==> src/rtl/alarm_ctrl.sv <==
`default_nettype none
// ============================================================================
// Module   : alarm_ctrl
// Brief    : Alarm controller fed by the clock core. Holds the alarm time,
//            rings on a fresh hour:minute match, handles stop, snooze and an
//            automatic ring timeout. Optional macro ALARM_BLINK_EN gates the
//            ring output with a once-per-second blink flop.
// Revision : 1.0 - initial release
// ============================================================================
module alarm_ctrl #(
    parameter int P_SEC_BIT    = 6,
    parameter int P_MIN_BIT    = 6,
    parameter int P_HOUR_BIT   = 5,
    parameter int P_RING_SEC   = 60,
    parameter int P_SNOOZE_SEC = 300
) (
    input  logic                  clk,
    input  logic                  reset,
    input  logic                  en,
    input  logic                  i_one_sec_tick,
    input  logic [P_SEC_BIT-1:0]  sec,
    input  logic [P_MIN_BIT-1:0]  min,
    input  logic [P_HOUR_BIT-1:0] hour,
    input  logic                  i_alarm_set,
    input  logic [P_MIN_BIT-1:0]  i_set_min,
    input  logic [P_HOUR_BIT-1:0] i_set_hour,
    input  logic                  i_alarm_on,
    input  logic                  i_stop,
    input  logic                  i_snooze,
    output logic                  o_ring,
    output logic [1:0]            o_state,
    output logic [P_MIN_BIT-1:0]  o_alarm_min,
    output logic [P_HOUR_BIT-1:0] o_alarm_hour
);

    localparam int RING_W = $clog2(P_RING_SEC) + 1;
    localparam int SNZ_W  = $clog2(P_SNOOZE_SEC + 1);

    localparam logic [1:0] c_ST_IDLE   = 2'd0;
    localparam logic [1:0] c_ST_ARMED  = 2'd1;
    localparam logic [1:0] c_ST_RING   = 2'd2;
    localparam logic [1:0] c_ST_SNOOZE = 2'd3;

    localparam logic [RING_W-1:0]     c_RING_LAST = RING_W'(P_RING_SEC - 1);
    localparam logic [RING_W-1:0]     c_RING_ONE  = RING_W'(1);
    localparam logic [SNZ_W-1:0]      c_SNZ_LOAD  = SNZ_W'(P_SNOOZE_SEC);
    localparam logic [SNZ_W-1:0]      c_SNZ_ONE   = SNZ_W'(1);
    localparam logic [P_HOUR_BIT-1:0] c_HOUR_LIM  = P_HOUR_BIT'(24);
    localparam logic [P_MIN_BIT-1:0]  c_MIN_LIM   = P_MIN_BIT'(60);

    logic [1:0]            r_state;
    logic [RING_W-1:0]     r_ring_cnt;
    logic [SNZ_W-1:0]      r_snz_cnt;
    logic                  r_match_d;
    logic [P_MIN_BIT-1:0]  r_alarm_min;
    logic [P_HOUR_BIT-1:0] r_alarm_hour;

    logic [1:0]            w_nxt_state;
    logic [RING_W-1:0]     w_nxt_ring_cnt;
    logic [SNZ_W-1:0]      w_nxt_snz_cnt;
    logic                  w_match;
    logic                  w_rise;
    logic                  w_load;
    logic                  w_unused_sec;

    // Seconds do not take part in the match; the alarm fires on the minute.
    assign w_unused_sec = ^sec;

    assign w_match = (hour == r_alarm_hour) && (min == r_alarm_min);
    assign w_rise  = w_match && !r_match_d;
    assign w_load  = i_alarm_set && (i_set_hour < c_HOUR_LIM) && (i_set_min < c_MIN_LIM);

    always_comb begin
        w_nxt_state    = r_state;
        w_nxt_ring_cnt = r_ring_cnt;
        w_nxt_snz_cnt  = r_snz_cnt;
        case (r_state)
            c_ST_IDLE: begin
                if (i_alarm_on) w_nxt_state = c_ST_ARMED;
            end
            c_ST_ARMED: begin
                if (!i_alarm_on) begin
                    w_nxt_state = c_ST_IDLE;
                end else if (w_rise) begin
                    w_nxt_state    = c_ST_RING;
                    w_nxt_ring_cnt = '0;
                end
            end
            c_ST_RING: begin
                if (!i_alarm_on) begin
                    w_nxt_state = c_ST_IDLE;
                end else if (i_stop) begin
                    w_nxt_state = c_ST_ARMED;
                end else if (i_snooze) begin
                    w_nxt_state   = c_ST_SNOOZE;
                    w_nxt_snz_cnt = c_SNZ_LOAD;
                end else if (i_one_sec_tick) begin
                    if (r_ring_cnt == c_RING_LAST) w_nxt_state = c_ST_ARMED;
                    else                           w_nxt_ring_cnt = r_ring_cnt + c_RING_ONE;
                end
            end
            default: begin
                if (!i_alarm_on) begin
                    w_nxt_state = c_ST_IDLE;
                end else if (i_stop) begin
                    w_nxt_state = c_ST_ARMED;
                end else if (i_one_sec_tick) begin
                    if (r_snz_cnt == c_SNZ_ONE) begin
                        w_nxt_state    = c_ST_RING;
                        w_nxt_ring_cnt = '0;
                    end else begin
                        w_nxt_snz_cnt = r_snz_cnt - c_SNZ_ONE;
                    end
                end
            end
        endcase
    end

    always_ff @(posedge clk or negedge reset) begin
        if (!reset) begin
            r_state      <= c_ST_IDLE;
            r_ring_cnt   <= '0;
            r_snz_cnt    <= '0;
            r_match_d    <= 1'b0;
            r_alarm_min  <= '0;
            r_alarm_hour <= '0;
        end else if (en) begin
            r_state    <= w_nxt_state;
            r_ring_cnt <= w_nxt_ring_cnt;
            r_snz_cnt  <= w_nxt_snz_cnt;
            r_match_d  <= w_match;
            if (w_load) begin
                r_alarm_min  <= i_set_min;
                r_alarm_hour <= i_set_hour;
            end
        end
    end

`ifdef ALARM_BLINK_EN
    logic r_blink;

    // Starts lit on every entry to ringing, flips once per second while it lasts.
    always_ff @(posedge clk or negedge reset) begin
        if (!reset) begin
            r_blink <= 1'b0;
        end else if (en) begin
            if (w_nxt_state != c_ST_RING)   r_blink <= 1'b0;
            else if (r_state != c_ST_RING)  r_blink <= 1'b1;
            else if (i_one_sec_tick)        r_blink <= ~r_blink;
        end
    end

    assign o_ring = (r_state == c_ST_RING) && r_blink;
`else
    assign o_ring = (r_state == c_ST_RING);
`endif

    assign o_state      = r_state;
    assign o_alarm_min  = r_alarm_min;
    assign o_alarm_hour = r_alarm_hour;

endmodule
`default_nettype wire

==> config.mk <==
export PLATFORM = sky130hd
export DESIGN_NAME = alarm_ctrl
export DESIGN_NICKNAME = d
export VERILOG_FILES = /design/src/rtl/alarm_ctrl.sv
export SDC_FILE = /design/constraint.sdc
export NUM_CORES = 1
export LEC_CHECK = 0
export BUFFER_PORTS_ARGS = -buffer_cell sky130_fd_sc_hd__buf_2
export CAP_MARGIN = 20
export CORE_UTILIZATION = 40
export DETAILED_ROUTE_END_ITERATION = 7
export GPL_TIMING_DRIVEN = 0
export PLACE_DENSITY = 0.68
export SLEW_MARGIN = 20
export SYNTH_ARGS = -nofsm -noshare
export SYNTH_HDL_FRONTEND = slang
export SYNTH_SLANG_ARGS = --single-unit
==> constraint.sdc <==
create_clock -name clk -period 2.15 [get_ports clk]
set_clock_uncertainty 0.1 [all_clocks]
set_input_delay 0.1075 -clock clk [delete_from_list [all_inputs] [get_ports clk]]
set_output_delay 0.1075 -clock clk [all_outputs]
set_load 0.02 [all_outputs]
-- Word level (Yosys, flattened, before mapping)
Index checks and enable logic that the tools add are counted.
- register bits: 30
- bits of input ports: 36
- output and inout port bits: 14
- word-level logic and storage cells: 80
- add/subtract/negate cells: 2
- $lt $le $gt $ge: 2
- equality and inequality tests: 20
- mux-type cells: 33
- bitwise operators: 3
- reduce and logical (&&, ||, !) cells: 14
- operators with widths (kind ; number):
    $mux 7 ; 11
    $mux 9 ; 7
    $mux 2 ; 12
    $pmux 7 s3 ; 1
    $pmux 9 s2 ; 1
    $ne 2x2->1 const B ; 8
    $reduce_and 7->1 ; 2
    $reduce_and 11->1 ; 1
    $eq 9x1->1 const B ; 1
    $sub 9x1->9 const B ; 1
    $add 7x1->7 const B ; 1
    $eq 7x6->1 const B ; 1
    $eq 6x6->1 ; 1
    $lt 6x6->1 const B ; 1
    $ne 6x1->1 const B ; 1
    $ne 6x2->1 const B ; 1
    $pmux 2 s3 ; 1
    $eq 5x5->1 ; 1
    $lt 5x5->1 const B ; 1
    $ne 5x4->1 const B ; 1
    $ne 5x5->1 const B ; 1
    $logic_and 1x1->1 ; 4
    $reduce_bool 2->1 ; 2
    $ne 3x3->1 const B ; 1
    9 further kinds ; 11

-- Logic depth before layout (Yosys ltp)
- word-level depth: 7
- depth in mapped cells: 8
- gate-level depth less buffers: 7

-- Worst setup path before layout
Ideal clock, no wire load.
- path type: register to register
- start point: register r_snz_cnt[1]
- end point: register r_ring_cnt[3]
- library setup time: 0.150 ns
- arrival time: 1.576 ns
- required time: 1.900 ns
- path slack: 0.324 ns
- stages on the path, launching flop included: 9
- buffers on the path: 1
- period minus slack after synthesis: 1.826 ns
- path through: dfrtp_1 > inv_1 > ha_1 > nor4b_4 > and2_1 > o2111ai_2 > buf_6 > o31ai_1 > a21oi_1
- longest elaborated chain between the ends: 3
- ends and longest elaborated chain (what ; RTL line ; text):
    start, declared ; 53 ; logic [SNZ_W-1:0] r_snz_cnt;
    start signal, assigned ; 130 ; r_snz_cnt <= w_nxt_snz_cnt;
    $eq 9x1->1 ; 108 ; if (r_snz_cnt == c_SNZ_ONE) begin
    $reduce_bool 3->1 (no line) ; - ;
    $reduce_and 11->1 (no line) ; - ;
    end signal, assigned ; 129 ; r_ring_cnt <= w_nxt_ring_cnt;
    end, declared ; 52 ; logic [RING_W-1:0] r_ring_cnt;
Every way passes these cells.
A chain may end at the register's enable or synchronous reset.

-- Worst setup path after layout
Same ends and word-level chain as after synthesis.

==> flow_summary_export.csv <==
group,metric,value,unit
pwr,peakVddDrop,0.000428,V
floorplan,io_pins,50,
sta,max_slew_margin,53.8,%
worst_setup_path,cpMaxStageDelayCell,"dfrtp_1",
pwr,p_switching,410,uW
pwr,p_sw_share,29.9,%
pwr,combPwrFrac,22.0,%
pwr,fin_total_pwr,1.37,mW
sta,worst_pin_slew,0.693,ns
sta,layout_setup_ws,0.161,ns
sta,rsz0062_at_grt,"no",
worst_setup_path,cpPeakStageDelay,0.39,ns
yosys,syn_area,1800,sq um
layout,drive_gt1_share,28.9,%
global_routing,grt_pass1_vias,1514,
yosys,ys_warn_count,0,
drt,drt_iter0_drc,87,
global_routing,grt_max_degree,31,
drt,finalWirelength,3970,um
global_routing,antenna_found_initial,0,
drt,drc,0,
yosys,postSynthCellCount,181,
yosys,dominantRegCellSynth,"dfrtp_1",
global_routing,grt_overflow,0,
drt,num_vias,1533,
placement,dpl.hpwl,2780,um
pwr,power_density,601,nW/um^2
sta,fin_setup_tns,0,ns
pwr,total_leakage_power,1.09,nW
placement,gp_congestion,0.792,
yosys,synth.net_count,220,
floorplan,die_x,69.1,um
layout,areaGrowthSynthToFinish,26.8,%
drt,viasPerCell,5.21,
sta,finalHoldViolations,0,
floorplan,rows,24,
yosys,yosys-top-cells-count,"dfrtp_1, nor2_1, nand2_1",
sta,fin_crit,1.99,ns
floorplan,coreArea,4350,sq um
clocking,root_buffer,"clkbuf_8",
worst_setup_path,cp-start-kind,"flip-flop",
hold_path,hp-class,"input port to flip-flop",
outcome,status,"completed",
sta,slew_viol_final,0,
global_routing,grt_usage,18.2,%
clocking,clock_latency,0.28,ns
worst_setup_path,critPathMaxFanout,10,
worst_setup_path,worstPathRequired,2.19,ns
yosys,synth_edf_count,0,
clocking,cts_max_path_buffers,2,
sta,fmax,503,MHz
clocking,cts.htree.levels,2,
clocking,cts_buffers,5,
floorplan,dieArea,4780,sq um
yosys,ys_ff_latch,30,
yosys,seq_area_frac_synth,41.6,%
sta,setup_violations,0,
yosys,yosysUniqueCellTypes,48,
yosys,synthTopCellsByArea,"dfrtp_1, mux2_2, xor2_1",
layout,fillers,389,
floorplan,initial_core_util,41.4,%
floorplan,die_h,69.1,um
clocking,cts_tree,"yes",
clocking,clock-sinks,30,
sta,period_share,92.5,%
pwr,seqPwrFrac,47.2,%
worst_setup_path,path_cells,"inv_1 > ha_1 > nor4b_4 > and2_1 > o2111ai_2 > buf_6 > o31ai_1 > a21oi_1",
clocking,clk_pin_slew_worst_paths,0.07,ns
yosys,async_flop_share,100,%
worst_setup_path,end_kind,"flip-flop",
layout,nNetsFinal,281,
worst_setup_path,path_class,"flip-flop to flip-flop",
pwr,clockPowerShare,30.8,%
yosys,netlist.area_leader.share,41.6,%
placement,dp_worst_setup_slack,0.149,ns
yosys,yosysTopAreaCell,"dfrtp_1",
yosys,synth.most_common_cell,"dfrtp_1",
placement,io_buffer_count,42,
drt,post_drt_wl_per_cell,13.5,um
yosys,syn_area_per_cell,9.96,sq um
drt,ant_nets,0,
drt,firstDrtPassIters,4,
pwr,p_int,964,uW
global_routing,grt_pass1_wl,6940,um
layout,antennaDiodeCount,0,
run,cap_violations,0,
worst_setup_path,cp.arrival,2.03,ns
critical path, delay by kind of cell, from the launching register on:
| family | cells | cell delay (ns) |
|---|---|---|
| fa+ha+maj | 1 | 0.14 |
| simple gates | 2 | 0.48 |
| buf+inv | 2 | 0.27 |
| flops | 1 | 0.39 |
| compound gates | 3 | 0.47 |
logic make-up after synthesis:
kind of cell | after synthesis | synth area share [%]
and+or+nand+nor | 67 | 21.7
muxes | 13 | 7.91
AOI/OAI and AO/OA | 40 | 15.8
adders and majority gates | 3 | 2.08
DFF | 30 | 41.6
buffers and inverters | 12 | 3.19
xor gates and xnor gates | 16 | 7.77
metal layers:
layer	vias up	global-route usage (%)	wire length, um
met3	4	4.24	180
met5	-	0	0
met1	712	22.4	1780
li1	775	-	-
met4	0	5.44	42
met2	42	31.5	1960
through the flow:
stage / hold WS (ns) / instance area, sq um / util (%) / instances
2_1_floorplan: -0.288 / 1800 / - / 181
3_3_place_gp: 0.0900 / 2080 / 47.7 / 275
3_5_place_dp: 0.0949 / 2080 / 47.7 / 275
4_1_cts: 0.00881 / 2280 / 52.3 / 294
5_1_grt: 0.0193 / 2290 / 52.5 / 294
6_report: 0.0159 / 2290 / 52.5 / 294
what timing repair did:
action / 4_1_cts / 5_1_grt
endpoints found under the setup margin: 0 / 7
gates resized for setup: 0 / 1
hold endpoints to repair: 41 / 0
buffers inserted: 0 / 0
hold buffers: 12 / 0
cell type report:
type / count / area, sq um / share of cell area [%]
repair buffers: 54 / 330 / 14.4
plain buffers: 4 / 27.5 / 1.20
multi-input cells: 139 / 1000 / 43.9
flip-flops and latches: 30 / 751 / 32.8
inverters: 8 / 30.0 / 1.31
well taps: 52 / 65.1 / 2.85
clock buffers: 5 / 68.8 / 3.01
clock inverters: 2 / 10.0 / 0.438
cell usage in the layout, fill, tap and decap left out, types with 2 or more instances in the layout:
master          n
a211oi_1        3
a21o_1          2
a21oi_1         8
a41o_1          2
and2_1          2
and3_1          3
buf_2          43
clkbuf_8        5
clkinv_2        2
dfrtp_1        30
dlygate4sd3_1  12
ha_1            3
inv_1           8
mux2_2         10
mux2i_1         3
nand2_1        14
nand2b_1        2
nand3_1         8
nand4_1         2
nand4b_1        2
nor2_1         18
nor2b_1         2
nor3_1          3
nor4_4          2
o21ai_0         7
o21ai_1         5
o31ai_1         2
o32ai_1         2
or3_1           2
xnor2_1         7
xor2_1          9
path summary, 6_finish.rpt:
path | depth (start not counted) | slack (ns) | start | to
setup reg to reg | 8 | 0.16 | r_snz_cnt[1] | r_ring_cnt[3]
hold / removal | 3 | 0.02 | i_set_min[4] | o_alarm_min[4]
max in group asynchronous | 2 | 1.19 | reset | o_alarm_hour[3]
setup / recovery | 8 | 0.16 | r_snz_cnt[1] | r_ring_cnt[3]
hold reg to reg | 2 | 0.43 | r_match_d | r_match_d
min in group asynchronous | 2 | 0.31 | reset | o_state[1]
registers in the layout (all words and copies together) (netlist names):
signal / count
r_snz_cnt: 9
r_ring_cnt: 7
o_alarm_min: 6
o_alarm_hour: 5
o_state: 2
r_match_d: 1
power groups by stage:
stage	sequential (mW)	clock [mW]	combinational, mW
after floorplan	0.704	0	0.124
after CTS	0.647	0.442	0.298
after detailed placement	0.656	0	0.281
final	0.648	0.424	0.303
after global placement	0.657	0	0.278
after global routing	0.655	0.458	0.331
No activity file was read; power rests on OpenSTA's default activity.
